`src/rtl/axi_arb_pkg.sv`:
```
// Shared definitions for the AXI write/read arbiters: transaction phase
// encoding, slave index constants and the address-to-slave decoder.
package axi_arb_pkg;

    typedef enum logic [1:0] {
        PH_IDLE = 2'd0,
        PH_ADDR = 2'd1,
        PH_DATA = 2'd2,
        PH_RESP = 2'd3
    } phase_e;

    localparam logic [3:0] SLV_ROM     = 4'd0;
    localparam logic [3:0] SLV_IM      = 4'd1;
    localparam logic [3:0] SLV_DM      = 4'd2;
    localparam logic [3:0] SLV_SCTRL   = 4'd3;
    localparam logic [3:0] SLV_WDT     = 4'd4;
    localparam logic [3:0] SLV_DRAM    = 4'd5;
    localparam logic [3:0] SLV_EPU     = 4'd6;
    localparam logic [3:0] SLV_DMA     = 4'd7;
    localparam logic [3:0] SLV_DEFAULT = 4'd8;

    // Map an address to the slave that owns it; unmapped space goes to the
    // default slave, which answers with DECERR.
    function automatic logic [3:0] addr_decode(input logic [31:0] addr);
        logic [3:0] sel;
        sel = SLV_DEFAULT;
        if (addr[31:24] == 8'h20) begin
            sel = SLV_DRAM;
        end else begin
            case (addr[31:16])
                16'h0000: sel = SLV_ROM;
                16'h0001: sel = SLV_IM;
                16'h0002: sel = SLV_DM;
                16'h1000: sel = SLV_SCTRL;
                16'h1001: sel = SLV_WDT;
                16'h0010: sel = SLV_EPU;
                16'h0003: sel = SLV_DMA;
                default:  sel = SLV_DEFAULT;
            endcase
        end
        return sel;
    endfunction

endpackage

```
`src/rtl/axi_wr_rr_arbiter_rr_pick.sv`:
```
// Combinational round-robin picker: returns the first asserted request at or
// after ptr, wrapping modulo N_MST. ptr must be below N_MST.
module rr_pick #(
    parameter int N_MST = 3
) (
    input  logic [N_MST-1:0] req,
    input  logic [1:0]       ptr,
    output logic [1:0]       id,
    output logic             found
);

    logic [2:0]       sum  [N_MST];
    logic [1:0]       cand [N_MST];
    logic [N_MST-1:0] hit;

    // Slot gi holds the master index that is gi positions behind the pointer.
    genvar gi;
    generate
        for (gi = 0; gi < N_MST; gi++) begin : g_slot
            assign sum[gi]  = {1'b0, ptr} + 3'(gi);
            assign cand[gi] = (sum[gi] >= 3'(N_MST)) ? 2'(sum[gi] - 3'(N_MST))
                                                     : sum[gi][1:0];
            assign hit[gi]  = req[cand[gi]];
        end
    endgenerate

    // Scan from lowest priority to highest so the nearest slot wins.
    always_comb begin
        id    = '0;
        found = 1'b0;
        for (int k = N_MST - 1; k >= 0; k--) begin
            if (hit[k]) begin
                id    = cand[k];
                found = 1'b1;
            end
        end
    end

endmodule

```
`src/rtl/axi_wr_rr_arbiter.sv`:
```
// Round-robin write-channel arbiter: grants one master at a time, holds the
// slave routing from AW handshake through the W burst to the B handshake, and
// flags bursts whose WLAST disagrees with the latched AWLEN.
module axi_wr_rr_arbiter
    import axi_arb_pkg::*;
#(
    parameter int N_MST  = 3,
    parameter int ADDR_W = 32,
    parameter int LEN_W  = 4
) (
    input  logic                    ACLK,
    input  logic                    ARESETn,
    input  logic [N_MST-1:0]        awvalid_m,
    input  logic [N_MST*ADDR_W-1:0] awaddr_m,
    input  logic [N_MST*LEN_W-1:0]  awlen_m,
    input  logic                    awready_s,
    input  logic                    wvalid,
    input  logic                    wready,
    input  logic                    wlast,
    input  logic                    bvalid,
    input  logic                    bready,
    output logic                    grant_vld,
    output logic [1:0]              grant_id,
    output logic [3:0]              slave_sel,
    output logic [1:0]              phase,
    output logic                    len_err
);

    phase_e             phase_reg,     phase_next;
    logic               grant_vld_reg, grant_vld_next;
    logic [1:0]         grant_id_reg,  grant_id_next;
    logic [3:0]         slave_sel_reg, slave_sel_next;
    logic               len_err_reg,   len_err_next;
    logic [1:0]         rr_ptr_reg,    rr_ptr_next;
    logic [LEN_W-1:0]   beat_cnt_reg,  beat_cnt_next;
    logic [LEN_W-1:0]   awlen_reg,     awlen_next;

    logic               pick_found;
    logic [1:0]         pick_id;
    logic [ADDR_W-1:0]  pick_addr;
    logic [LEN_W-1:0]   pick_len;
    logic               w_beat;
    logic [LEN_W-1:0]   beat_cnt_inc;
    logic [1:0]         grant_id_wrap;

    rr_pick #(
        .N_MST (N_MST)
    ) u_rr_pick (
        .req   (awvalid_m),
        .ptr   (rr_ptr_reg),
        .id    (pick_id),
        .found (pick_found)
    );

    assign pick_addr     = awaddr_m[pick_id*ADDR_W +: ADDR_W];
    assign pick_len      = awlen_m[pick_id*LEN_W +: LEN_W];
    assign w_beat        = wvalid & wready;
    assign beat_cnt_inc  = (beat_cnt_reg == {LEN_W{1'b1}}) ? beat_cnt_reg
                                                           : beat_cnt_reg + 1'b1;
    assign grant_id_wrap = (grant_id_reg == 2'(N_MST - 1)) ? 2'd0
                                                           : grant_id_reg + 2'd1;

    // State register: async clear returns every output to its idle value at once.
    always_ff @(posedge ACLK or negedge ARESETn) begin
        if (!ARESETn) begin
            phase_reg     <= PH_IDLE;
            grant_vld_reg <= 1'b0;
            grant_id_reg  <= 2'd0;
            slave_sel_reg <= SLV_DEFAULT;
            len_err_reg   <= 1'b0;
            rr_ptr_reg    <= 2'd0;
            beat_cnt_reg  <= '0;
            awlen_reg     <= '0;
        end else begin
            phase_reg     <= phase_next;
            grant_vld_reg <= grant_vld_next;
            grant_id_reg  <= grant_id_next;
            slave_sel_reg <= slave_sel_next;
            len_err_reg   <= len_err_next;
            rr_ptr_reg    <= rr_ptr_next;
            beat_cnt_reg  <= beat_cnt_next;
            awlen_reg     <= awlen_next;
        end
    end

    // Next-state logic: grant, AW handshake, beat counting with length check, B completion.
    always_comb begin
        phase_next     = phase_reg;
        grant_vld_next = grant_vld_reg;
        grant_id_next  = grant_id_reg;
        slave_sel_next = slave_sel_reg;
        len_err_next   = len_err_reg;
        rr_ptr_next    = rr_ptr_reg;
        beat_cnt_next  = beat_cnt_reg;
        awlen_next     = awlen_reg;

        case (phase_reg)
            PH_IDLE: begin
                if (pick_found) begin
                    grant_vld_next = 1'b1;
                    grant_id_next  = pick_id;
                    awlen_next     = pick_len;
                    slave_sel_next = addr_decode(pick_addr);
                    phase_next     = PH_ADDR;
                end
            end
            PH_ADDR: begin
                if (!awvalid_m[grant_id_reg]) begin
                    // Master withdrew its request; give up without rotating priority.
                    grant_vld_next = 1'b0;
                    phase_next     = PH_IDLE;
                end else if (awready_s) begin
                    beat_cnt_next = '0;
                    phase_next    = PH_DATA;
                    if (w_beat) begin
                        // First data beat landed together with the address.
                        beat_cnt_next = LEN_W'(1);
                        if (wlast) begin
                            phase_next = PH_RESP;
                            if (awlen_reg != '0) len_err_next = 1'b1;
                        end else if (awlen_reg == '0) begin
                            len_err_next = 1'b1;
                        end
                    end
                end
            end
            PH_DATA: begin
                if (w_beat) begin
                    beat_cnt_next = beat_cnt_inc;
                    if (wlast) begin
                        phase_next = PH_RESP;
                        if (beat_cnt_reg != awlen_reg) len_err_next = 1'b1;
                    end else if (beat_cnt_reg == awlen_reg) begin
                        // Burst ran past its length; keep routing until WLAST shows up.
                        len_err_next = 1'b1;
                    end
                end
            end
            PH_RESP: begin
                if (bvalid && bready) begin
                    rr_ptr_next    = grant_id_wrap;
                    grant_vld_next = 1'b0;
                    phase_next     = PH_IDLE;
                end
            end
            default: phase_next = PH_IDLE;
        endcase
    end

    assign grant_vld = grant_vld_reg;
    assign grant_id  = grant_id_reg;
    assign slave_sel = slave_sel_reg;
    assign phase     = phase_reg;
    assign len_err   = len_err_reg;

endmodule
```
`config.mk`:
```
export PLATFORM = sky130hd
export DESIGN_NAME = axi_wr_rr_arbiter
export DESIGN_NICKNAME = d
export VERILOG_FILES = /design/src/rtl/axi_arb_pkg.sv /design/src/rtl/axi_wr_rr_arbiter_rr_pick.sv /design/src/rtl/axi_wr_rr_arbiter.sv
export SDC_FILE = /design/constraint.sdc
export NUM_CORES = 1
export LEC_CHECK = 0
export ABC_AREA = 0
export CAP_MARGIN = 20
export CORE_MARGIN = 8
export CORE_UTILIZATION = 30
export DETAILED_ROUTE_END_ITERATION = 10
export PLACE_DENSITY_LB_ADDON = 0.05
export SETUP_SLACK_MARGIN = 0.3
export SYNTH_ARGS = -nofsm -noshare
export SYNTH_HDL_FRONTEND = slang
export SYNTH_SLANG_ARGS = --single-unit
```
`constraint.sdc`:
```
create_clock -name ACLK -period 4.3 [get_ports ACLK]
set_input_delay 1.29 -clock ACLK [delete_from_list [all_inputs] [get_ports ACLK]]
set_output_delay 1.29 -clock ACLK [all_outputs]
set_load 0.1 [all_outputs]
```
### Word-level counts from Yosys, hierarchy flattened

Index checks and enable logic that the tools add are counted.

| word-level totals | value |
|---|---|
| register bits after elaboration | 20 |
| word-level logic and storage cells | 116 |

| operators by class | value |
|---|---|
| muxes and demuxes | 50 |
| bitwise operators | 1 |
| equal/unequal tests | 28 |
| magnitude comparators | 7 |
| $add $sub $neg | 7 |
| shift operators | 2 |
| reduce and logical (&&, ||, !) cells | 13 |

Operators by type and width:

| kind | count |
|---|---|
| indexed part select 96 x 8 -> 32 bit | 1 |
| equality test 16 x 13 -> 1 bit (second input constant) | 2 |
| equality test 16 x 2 -> 1 bit (second input constant) | 2 |
| one-hot mux 4 bit (7 select lines) | 1 |
| two-way mux 2 bit | 13 |
| two-way mux 1 bit | 23 |
| two-way mux 4 bit | 5 |
| != test 2 bit (second input constant) | 9 |
| equality test 16 x 1 -> 1 bit (second input constant) | 1 |
| equality test 16 x 5 -> 1 bit (second input constant) | 1 |
| logical NOT 16 bit | 1 |
| != test 3 bit (second input constant) | 5 |
| less-than comparator 2 x 3 -> 1 bit (second input constant) | 4 |
| indexed part select 12 x 5 -> 4 bit | 1 |
| AND reduction 5 bit | 2 |
| AND reduction 9 bit | 1 |
| binary-select mux 1 bit (select 2 bit) | 4 |
| equality test 8 x 6 -> 1 bit (second input constant) | 1 |
| one-hot mux 2 bit (4 select lines) | 1 |
| one-hot mux 4 bit (2 select lines) | 1 |
| equality test 2 bit (second input constant) | 3 |
| >= comparator 3 x 2 -> 1 bit (second input constant) | 2 |
| subtractor 2 bit (second input constant) | 3 |
| adder 4 x 1 -> 4 bit (second input constant) | 1 |
| 19 further kinds | 20 |

### Logic depth before layout (Yosys ltp)

Gate-level depths: netlist of run 1.

| depth | value |
|---|---|
| word-level depth | 12 |
| depth in mapped cells | 13 |
| depth with buffers taken out | 11 |

### Modules after synthesis

A second synthesis of run 1 with hierarchy kept.

| unflattened totals | value |
|---|---|
| cell total of the unflattened synthesis | 198 |
| area total of the unflattened synthesis | 1747.9 µm² |

Modules (own cells, without submodules):

| module | area an instance (µm²) | times used | cells each |
|---|---|---|---|
| axi_wr_rr_arbiter | 1525.2 | 1 | 169 |
| rr_pick | 222.7 | 1 | 29 |

### Worst setup path before layout of run 1

Ideal clock, no wire load.

| path | value |
|---|---|
| path type | input-to-reg |
| start point | input port awvalid_m[0] |
| end point | register slave_sel_reg[3], in the netlist slave_sel[3] |
| arrival | 3.525 ns |
| data required time | 4.220 ns |
| setup time | 0.080 ns |
| setup slack | 0.695 ns |
| cell stages on the path | 8 |
| path through | a21bo_2 a31o_4 a31oi_4 mux2_1 a221o_1 o32a_1 o21a_1 a32o_1 |

| between the ends | value |
|---|---|
| word-level cells in the longest chain between the ends | 9 |

Ends and longest elaborated chain:

| element | line | text |
|---|---|---|
| start, declared | axi_wr_rr_arbiter.sv:13 | `input logic [N_MST-1:0] awvalid_m,` |
| binary-select mux 1 bit (select 2 bit) | axi_wr_rr_arbiter_rr_pick.sv:23 | `assign hit[gi] = req[cand[gi]];` |
| two-way mux 1 bit (implied by the code) | axi_wr_rr_arbiter_rr_pick.sv:23 |  |
| two-way mux 2 bit (3 in a row) | axi_wr_rr_arbiter_rr_pick.sv:32 | `if (hit[k]) begin` |
| indexed part select 96 x 8 -> 32 bit | axi_wr_rr_arbiter.sv:55 | `assign pick_addr = awaddr_m[pick_id*ADDR_W +: ADDR_W];` |
| equality test 16 x 2 -> 1 bit, or another cell as far along | axi_arb_pkg.sv:30 | `case (addr[31:16])` |
| one-hot mux 4 bit (7 select lines) | axi_arb_pkg.sv:30 |  |
| two-way mux 4 bit | axi_arb_pkg.sv:27 | `if (addr[31:24] == 8'h20) begin` |
| end signal, assigned | axi_wr_rr_arbiter.sv:78 | `slave_sel_reg <= slave_sel_next;` |
| end, declared | axi_wr_rr_arbiter.sv:32 | `logic [3:0] slave_sel_reg, slave_sel_next;` |

Several ways; a longest one is shown, not always the timed one. The select of a mux whose other input is x is not followed.
A chain may end at the register's enable or synchronous reset.

### Final worst setup path of run 1

Ends and elaborated chain as after synthesis.

==> results of run 1 <==
power by group through the flow:
stage	logic, µW	registers [µW]	clock network [µW]
after CTS	1210	346	192
after global placement	1200	347	0
after detailed placement	1210	349	0
final	1250	345	186
after floorplan	663	599	0
after global routing	1360	358	197
kinds of logic after synthesis:
| group | Yosys count | synth area share, % |
|---|---|---|
| flops | 20 | 27.0 |
| simple gates | 93 | 26.8 |
| compound gates | 65 | 26.8 |
| fa+ha+maj | 4 | 2.70 |
| buf+inv | 12 | 3.91 |
| mux | 19 | 10.9 |
| xor+xnor | 4 | 1.89 |
Yosys cell counts, types with 3 or more instances:
cell type,instances,share of area (%)
nand2_1,23,4.7
o21ai_0,21,5.7
dfrtp_1,19,26
nor2_1,17,3.4
nor4_1,11,3.7
mux2i_1,10,5.4
mux2_2,8,4.9
nor3_1,6,1.6
a21oi_1,5,1.3
nand2b_1,5,1.7
nor2b_1,5,1.7
and3_1,4,1.3
ha_1,4,2.7
inv_1,4,0.81
nand3_1,4,1.1
xnor2_1,4,1.9
a21o_1,3,1.2
a31oi_1,3,1.0
buf_6,3,1.8
clkbuf_1,3,0.61
o21a_1,3,1.2
or2b_1,3,1.2
path summary, 6_finish.rpt:
path | startpoint | to | slack, ns | cells past startpoint
hold / removal | len_err$_DFFE_PN0P_ | len_err$_DFFE_PN0P_ | 0.48 | 1
setup / recovery | awvalid_m[0] | slave_sel[3]$_DFFE_PN1P_ | 0.44 | 12
setup reg to reg | rr_ptr_reg[0]$_DFFE_PN0P_ | slave_sel[3]$_DFFE_PN1P_ | 1.13 | 10
max in group asynchronous | ARESETn | awlen_reg[3]$_DFFE_PN0P_ | 2.21 | 1
hold reg to reg | len_err$_DFFE_PN0P_ | len_err$_DFFE_PN0P_ | 0.48 | 1
min in group asynchronous | ARESETn | grant_vld$_DFFE_PN0P_ | 1.53 | 1
routing by layer:
metal  GRT usage (%)  vias to the layer above  routed length (µm)
li1                -                     1000                   -
met1            16.7                      861                2750
met2            19.9                       40                2720
met3            1.98                        4                 275
met4            3.12                        0                  42
met5               0                        -                   0
metrics by stage:
stage	instance area, µm²	setup slack [ns]	util (%)	cells
after global placement	2750	0.0835	46.2	372
after global routing	2860	0.275	48.0	380
after detailed placement	2750	0.0737	46.2	372
after floorplan	1860	0.695	-	217
after CTS	2820	0.355	47.4	376
final	2860	0.436	48.0	380
repair_timing:
item / CTS / global route
setup buffers: 0 / 4
endpoints found under the hold margin: 0 / 0
gates resized for setup: 0 / 3
endpoints found under the setup margin: 0 / 4
cell type report:
cell class	instances	area, µm²
clock buffer	3	41.3
clock inverter	1	30.0
fill	620	3100
inverter	4	15.0
multi-input combinational	185	1290
sequential	20	502
tap	75	93.8
timing repair buffer	92	888
==> results.md, run 1 <==
* Status: finished, final reports clean
* Drc violations at 0
* RSZ-0062 raised after global routing: yes
* Via Count at 1905
* IO Port Bufs at 80
* Most used cell, CP: buf_4
* Grt ovf at 0
* Ys flop type: dfrtp_1
* Final Cycle Share at 89.9%
* Sequential area share after synthesis at 27.0%
* Total GRT Usage at 12.3%
* Buffers and inverters on the worst path at 3
* Hold WS at 0.481 ns
* Core footprint at 0.00596 mm²
* Flop pwr share at 19.4%
* Max Cap Viol at 0
* Gpl congestion at 0.802
* Net Sw Frac at 50.4%
* Worst setup SP type: input port
* Routed len/inst at 15.2 µm
* Num CTS Buffers at 3
* Worst-path fanout max at 8
* Die area at 0.00896 mm²
* ANT nets after route at 0
* Slew margin rel. at 32.8%
* Int Pwr at 884 µW
* CTS H-tree lvls at 1
* Worst vdd ir at 0.383 mV
* Routed WL at 5790 µm
* Hold Fails Final Rpt at 0
* Syn Nets at 340
* Synth cell types at 60
* Via density per instance at 5.01
* Vias in the first global route at 1879
* Cell Rows at 28
* P&R area growth vs syn at 54.0%
* # nets final at 429
* Slew @ Worst Pin at 1.01 ns
* Final Max Tran Viols at 0
* TritonCTS clock tree: yes
* 1st-pass router iterations at 4
* Clk sinks at 20
* CP peak stage delay at 0.55 ns
* Class of the worst hold path: reg -> reg
* Initial antenna violation count at 0
* ANT cells at 0
* Fmax at 259 MHz
* Psw at 897 µW
* Commonest non-fill, non-tap cells in the layout: 79 x clkdlybuf4s50_1, 23 x nand2_1, 20 x o21ai_0
* Commonest non-fill, non-tap cell in the layout: clkdlybuf4s50_1
* WS Path Type: in -> reg
* Synthesized area at 0.00186 mm²
* Starting density of the core at 31.2%
* Seq cells post-synth at 20
* FFs w/ async S/R, synth at 100%
* CP max-delay cell: clkdlybuf4s50_1
* Initial DRC count at 56
* Crit path arrival time at 4.06 ns
* Clock root cell: clkbuf_8
* Die Wd at 94.6 µm
* Top delay family on crit path: compound AO/OA/AOI/OAI gates
* Comb pwr share at 70.2%
* Die Ht at 94.6 µm
* Total negative setup slack at 0 ns
* Crit path cell chain: clkdlybuf4s50_1 > a21bo_2 > a31o_4 > a32oi_4 > buf_4 > and4b_1 > o31ai_2 > buf_4 > o21ai_1 > nor2_1 > o21a_1 > a32o_1
* Crit end category: register
* First-pass GRT wire length at 9090 µm
* Clock share of power at 10.4%
* Hold-fix buffers at CTS at 0
* Clk slew on worst S/H paths at 0.08 ns
* PD cells at 623 mW/mm²
* Share of layout cells above drive strength 1 at 13.4%
* Fin crit period at 3.86 ns
* Synth Area per Inst at 8.55 µm²
* CP required at 4.49 ns
* Leak at 0.00112 µW
* Worst skew pair latency at 0.26 ns
* Mapped Cells at 217
* Clk_skew at 0.00849 ns
* I/O Pins at 129
* Largest net degree at the start of global routing at 21
* Post-synth EDFFs at 0
* Final HPWL DP at 4800 µm
* YS warnings at 0
* Final setup vio count at 0
* Power, Total at 1780 µW
* CTS Buffer Depth at 2
Power figures use the tool's default switching activity.
==> run 2, diff against run 1 <==
Settings changed: CORE_ASPECT_RATIO set to 0.6.
==> results.md, run 2 (synthesized netlist as in run 1, its figures left out) <==
* Status: finished, final reports clean
* Commonest non-fill, non-tap cells in the layout: 80 x clkdlybuf4s50_1, 23 x nand2_1, 21 x o21ai_0
* Die Ht at 76.9 µm
* Post-layout util at 46.7%
* Grt ovf at 0
* Core footprint at 0.00606 mm²
* Final Cycle Share at 89.6%
* WS Path Type: in -> reg
* Hold-fix buffers at CTS at 0
* IO Port Bufs at 80
* ANT cells at 0
* Final HPWL DP at 5060 µm
* Cell Rows at 22
* Die Wd at 118 µm
* Drc violations at 0
* Routed len/inst at 15.7 µm
* Final cell count without fillers at 384
* TritonCTS clock tree: yes
* First-pass GRT wire length at 9820 µm
* Fmax at 260 MHz
* Hold WS at 0.475 ns
* Slew margin rel. at 32.8%
* Clock root cell: clkbuf_8
* CP required at 4.49 ns
* Num CTS Buffers at 3
* Via density per instance at 4.98
* Worst skew pair latency at 0.26 ns
* Max Cap Viol at 0
* Gpl congestion at 0.776
* ANT nets after route at 0
* Commonest non-fill, non-tap cell in the layout: clkdlybuf4s50_1
* Hold Fails Final Rpt at 0
* Slew @ Worst Pin at 1.01 ns
* Total negative setup slack at 0 ns
* Fin crit period at 3.85 ns
* Clk sinks at 20
* 1st-pass router iterations at 4
* Leak at 0.00110 µW
* PD cells at 622 mW/mm²
* Die area at 0.00904 mm²
* Initial antenna violation count at 0
* I/O Pins at 129
* Via Count at 1914
* P&R area growth vs syn at 52.4%
* Post-CTS sizing at 0
* Placed Area at 0.00276 mm²
* Clk_skew at 0.00433 ns
* Final Max Tran Viols at 0
* Clk slew on worst S/H paths at 0.08 ns
* Share of layout cells above drive strength 1 at 11.3%
* Total GRT Usage at 12.9%
* CTS H-tree lvls at 1
* Worst setup SP type: input port
* RSZ-0062 raised after global routing: no
* Class of the worst hold path: reg -> reg
* Routed WL at 6030 µm
* Worst-path fanout max at 14
* Final setup vio count at 0
* Initial DRC count at 59
* Setup Buffers After CTS at 0
* Crit path arrival time at 4.05 ns
* Worst vdd ir at 0.507 mV
* # nets final at 424
* Largest net degree at the start of global routing at 21
* Vias in the first global route at 1823
* Crit end category: register
* CTS Buffer Depth at 2
* Placed cell count at 380
* Starting density of the core at 30.6%
* Design area at 0.00283 mm²
run 2: cell count changes in the layout (fill, tap and decap cells not counted), sizes merged:
cell	delta
clkdlybuf4s50	+1
buf	-6
run 2: area by class of cell:
cell class | instances | area (µm²)
inverters | 4 | 15.0
multi-input cells | 185 | 1280
well taps | 84 | 105
clock inverters | 1 | 30.0
flip-flops and latches | 20 | 502
repair buffers | 87 | 853
fillers | 600 | 3230
clock buffers | 3 | 41.3
run 2: per-stage QoR:
| step | setup slack, ns | total power (µW) |
|---|---|---|
| after floorplan | 0.695 | 1260 |
| after global placement | 0.141 | 1570 |
| after detailed placement | 0.144 | 1580 |
| after CTS | 0.423 | 1770 |
| after global routing | 0.300 | 1890 |
| final | 0.446 | 1760 |
run 2: power by group:
part / switching (µW) / internal, µW
combinational: 747 / 473
sequential: 87.1 / 264
clock: 63.2 / 124
total: 898 / 862
run 2: critical path: stages:
cell             delay [ns]
clkdlybuf4s50_1        0.54
a21bo_2                0.25
a31o_4                 0.27
a31oi_4                0.17
buf_4                  0.25
nor2_4                 0.07
a221o_1                0.37
o32a_1                 0.39
o21a_1                 0.20
a32o_1                 0.25
run 2: worst paths after layout:
kind                                          endpoint  cells after the start                       from  slack, ns
setup / recovery              slave_sel[3]$_DFFE_PN1P_                     10               awvalid_m[0]       0.45
hold / removal                     len_err$_DFFE_PN0P_                      1        len_err$_DFFE_PN0P_       0.48
setup reg to reg              slave_sel[3]$_DFFE_PN1P_                     11  rr_ptr_reg[0]$_DFFE_PN0P_       1.10
hold reg to reg                    len_err$_DFFE_PN0P_                      1        len_err$_DFFE_PN0P_       0.48
max in group asynchronous  beat_cnt_reg[1]$_DFFE_PN0P_                      1                    ARESETn       2.18
min in group asynchronous     slave_sel[2]$_DFFE_PN0P_                      1                    ARESETn       1.55
run 2: layer usage:
metal,vias up,part of all wire [%],track usage [%]
met2,46,38,17.5
met1,876,56,20.2
li1,990,-,-
met4,0,0.22,1.14
met3,2,6.2,3.07
met5,-,0,0
==> run 3, diff against run 2 <==
Clock period 4.3 ns to 4.8 ns, I/O delays scaled along.
==> results.md, run 3 (synthesized netlist as in run 1, its figures left out) <==
* Status: finished, final reports clean
* Final HPWL DP at 4890 µm
* Routed len/inst at 15.6 µm
* Die Ht at 76.9 µm
* Final setup vio count at 0
* Max Cap Viol at 0
* RSZ-0062 raised after global routing: no
* Hold-fix buffers at CTS at 0
* Initial antenna violation count at 0
* Fill cell total of the finished layout at 611
* Die Wd at 118 µm
* Num CTS Buffers at 3
* Post-CTS sizing at 0
* I/O Pins at 129
* CTS H-tree lvls at 1
* # nets final at 419
* Final Max Tran Viols at 0
* Vias in the first global route at 1796
* WS Path Type: in -> reg
* Met2 Track Usage GR at 16.1%
* Die area at 0.00904 mm²
* TritonCTS clock tree: yes
* CTS Buffer Depth at 2
* Via Count at 1936
* Clock share of power at 8.6%
* Worst setup SP type: input port
* Hold depth at 1
* Class of the worst hold path: reg -> reg
* Setup Buffers After CTS at 0
* Routed WL at 5920 µm
* Leak at 0.00107 µW
* Net Sw Frac at 53.0%
* Share of layout cells above drive strength 1 at 9.83%
* Grt ovf at 0
* 1st-pass router iterations at 4
* Largest net degree at the start of global routing at 27
* Cell Rows at 22
* Via density per instance at 5.11
* Final Cycle Share at 86.1%
* ANT nets after route at 0
* Initial DRC count at 69
* Starting density of the core at 30.6%
* P&R area growth vs syn at 49.5%
* Slew @ Worst Pin at 1.02 ns
* Psw at 793 µW
* Hold Fails Final Rpt at 0
* Met1 usage at 19.7%
* Total GRT Usage at 12.4%
* GR Layer Usage met3 at 3.36%
* Slew margin rel. at 31.5%
* Worst vdd ir at 0.285 mV
* Worst skew pair latency at 0.26 ns
* CP required at 4.99 ns
* Int Pwr at 703 µW
* PD cells at 540 mW/mm²
* Clk_skew at 0.00147 ns
* Fin crit period at 4.13 ns
* Crit end category: register
* Total negative setup slack at 0 ns
* Clock root cell: clkbuf_8
* IO Port Bufs at 80
* Worst-path fanout max at 26
* Clk slew on worst S/H paths at 0.07 ns
* First-pass GRT wire length at 9450 µm
* Core footprint at 0.00606 mm²
* Drc violations at 0
* Commonest non-fill, non-tap cells in the layout: 80 x clkdlybuf4s50_1, 23 x nand2_1, 21 x o21ai_0
* Commonest non-fill, non-tap cell in the layout: clkdlybuf4s50_1
* Fmax at 242 MHz
* Gpl congestion at 0.759
* Busiest layer in global routing: met1
* Hold WS at 0.491 ns
* Flop pwr share at 20.9%
* Clk sinks at 20
* Power, Total at 1500 µW
* Crit path arrival time at 4.33 ns
* ANT cells at 0
* R2R depth at 11
* Comb pwr share at 70.6%
run 3: cell count changes in the layout (fill, tap and decap cells not counted):
| cell | before | now |
|---|---|---|
| buf_4 | 7 | 2 |
| bufinv_16 | 1 | 0 |
| clkbuf_8 | 3 | 4 |
run 3: critical path, cell delays in order:
cell	delay, ns
clkdlybuf4s50_1	0.55
a21bo_2	0.25
a31o_4	0.26
a31oi_4	0.17
buf_4	0.31
nor2_4	0.08
a221o_1	0.42
o32a_1	0.39
o21a_1	0.19
a32o_1	0.24
run 3: worst paths after layout:
| kind | endpoint | slack (ns) | from |
|---|---|---|---|
| min in group asynchronous | awlen_reg[2]$_DFFE_PN0P_ | 1.68 | ARESETn |
| hold reg to reg | len_err$_DFFE_PN0P_ | 0.49 | len_err$_DFFE_PN0P_ |
| setup reg to reg | slave_sel[3]$_DFFE_PN1P_ | 1.50 | rr_ptr_reg[0]$_DFFE_PN0P_ |
| setup / recovery | slave_sel[3]$_DFFE_PN1P_ | 0.67 | awvalid_m[0] |
| hold / removal | len_err$_DFFE_PN0P_ | 0.49 | len_err$_DFFE_PN0P_ |
| max in group asynchronous | len_err$_DFFE_PN0P_ | 2.56 | ARESETn |
run 3: power by group through the flow:
stage | Sequential, µW | Combinational (µW) | Clock [µW]
finish | 312 | 1060 | 128
global route | 327 | 1140 | 144
CTS | 314 | 1060 | 134
detailed placement | 316 | 1060 | 0
global placement | 316 | 1050 | 0
floorplan | 536 | 594 | 0
run 3: layout make-up:
| class | instances | area, µm² | area share, % |
|---|---|---|---|
| Timing Repair Buffer | 82 | 816 | 29.4 |
| Inverter | 4 | 15.0 | 0.541 |
| Tap cell | 84 | 105 | 3.79 |
| Multi-Input combinational cell | 185 | 1280 | 46.2 |
| Clock buffer | 4 | 55.1 | 1.98 |
| Sequential cell | 20 | 502 | 18.1 |
run 3: layer usage:
layer,part of all wire (%),routed length [µm]
met1,56,3320
met2,38,2230
met3,6.0,353
met4,0.35,21
met5,0,0
run 3: per-stage QoR:
step	setup slack, ns	instance area (µm²)	std cells	util [%]
floorplan	1.04	1860	217	-
global placement	0.379	2720	375	44.9
detailed placement	0.391	2720	375	44.9
CTS	0.666	2770	379	45.8
global route	0.568	2770	379	45.8
finish	0.666	2770	379	45.8
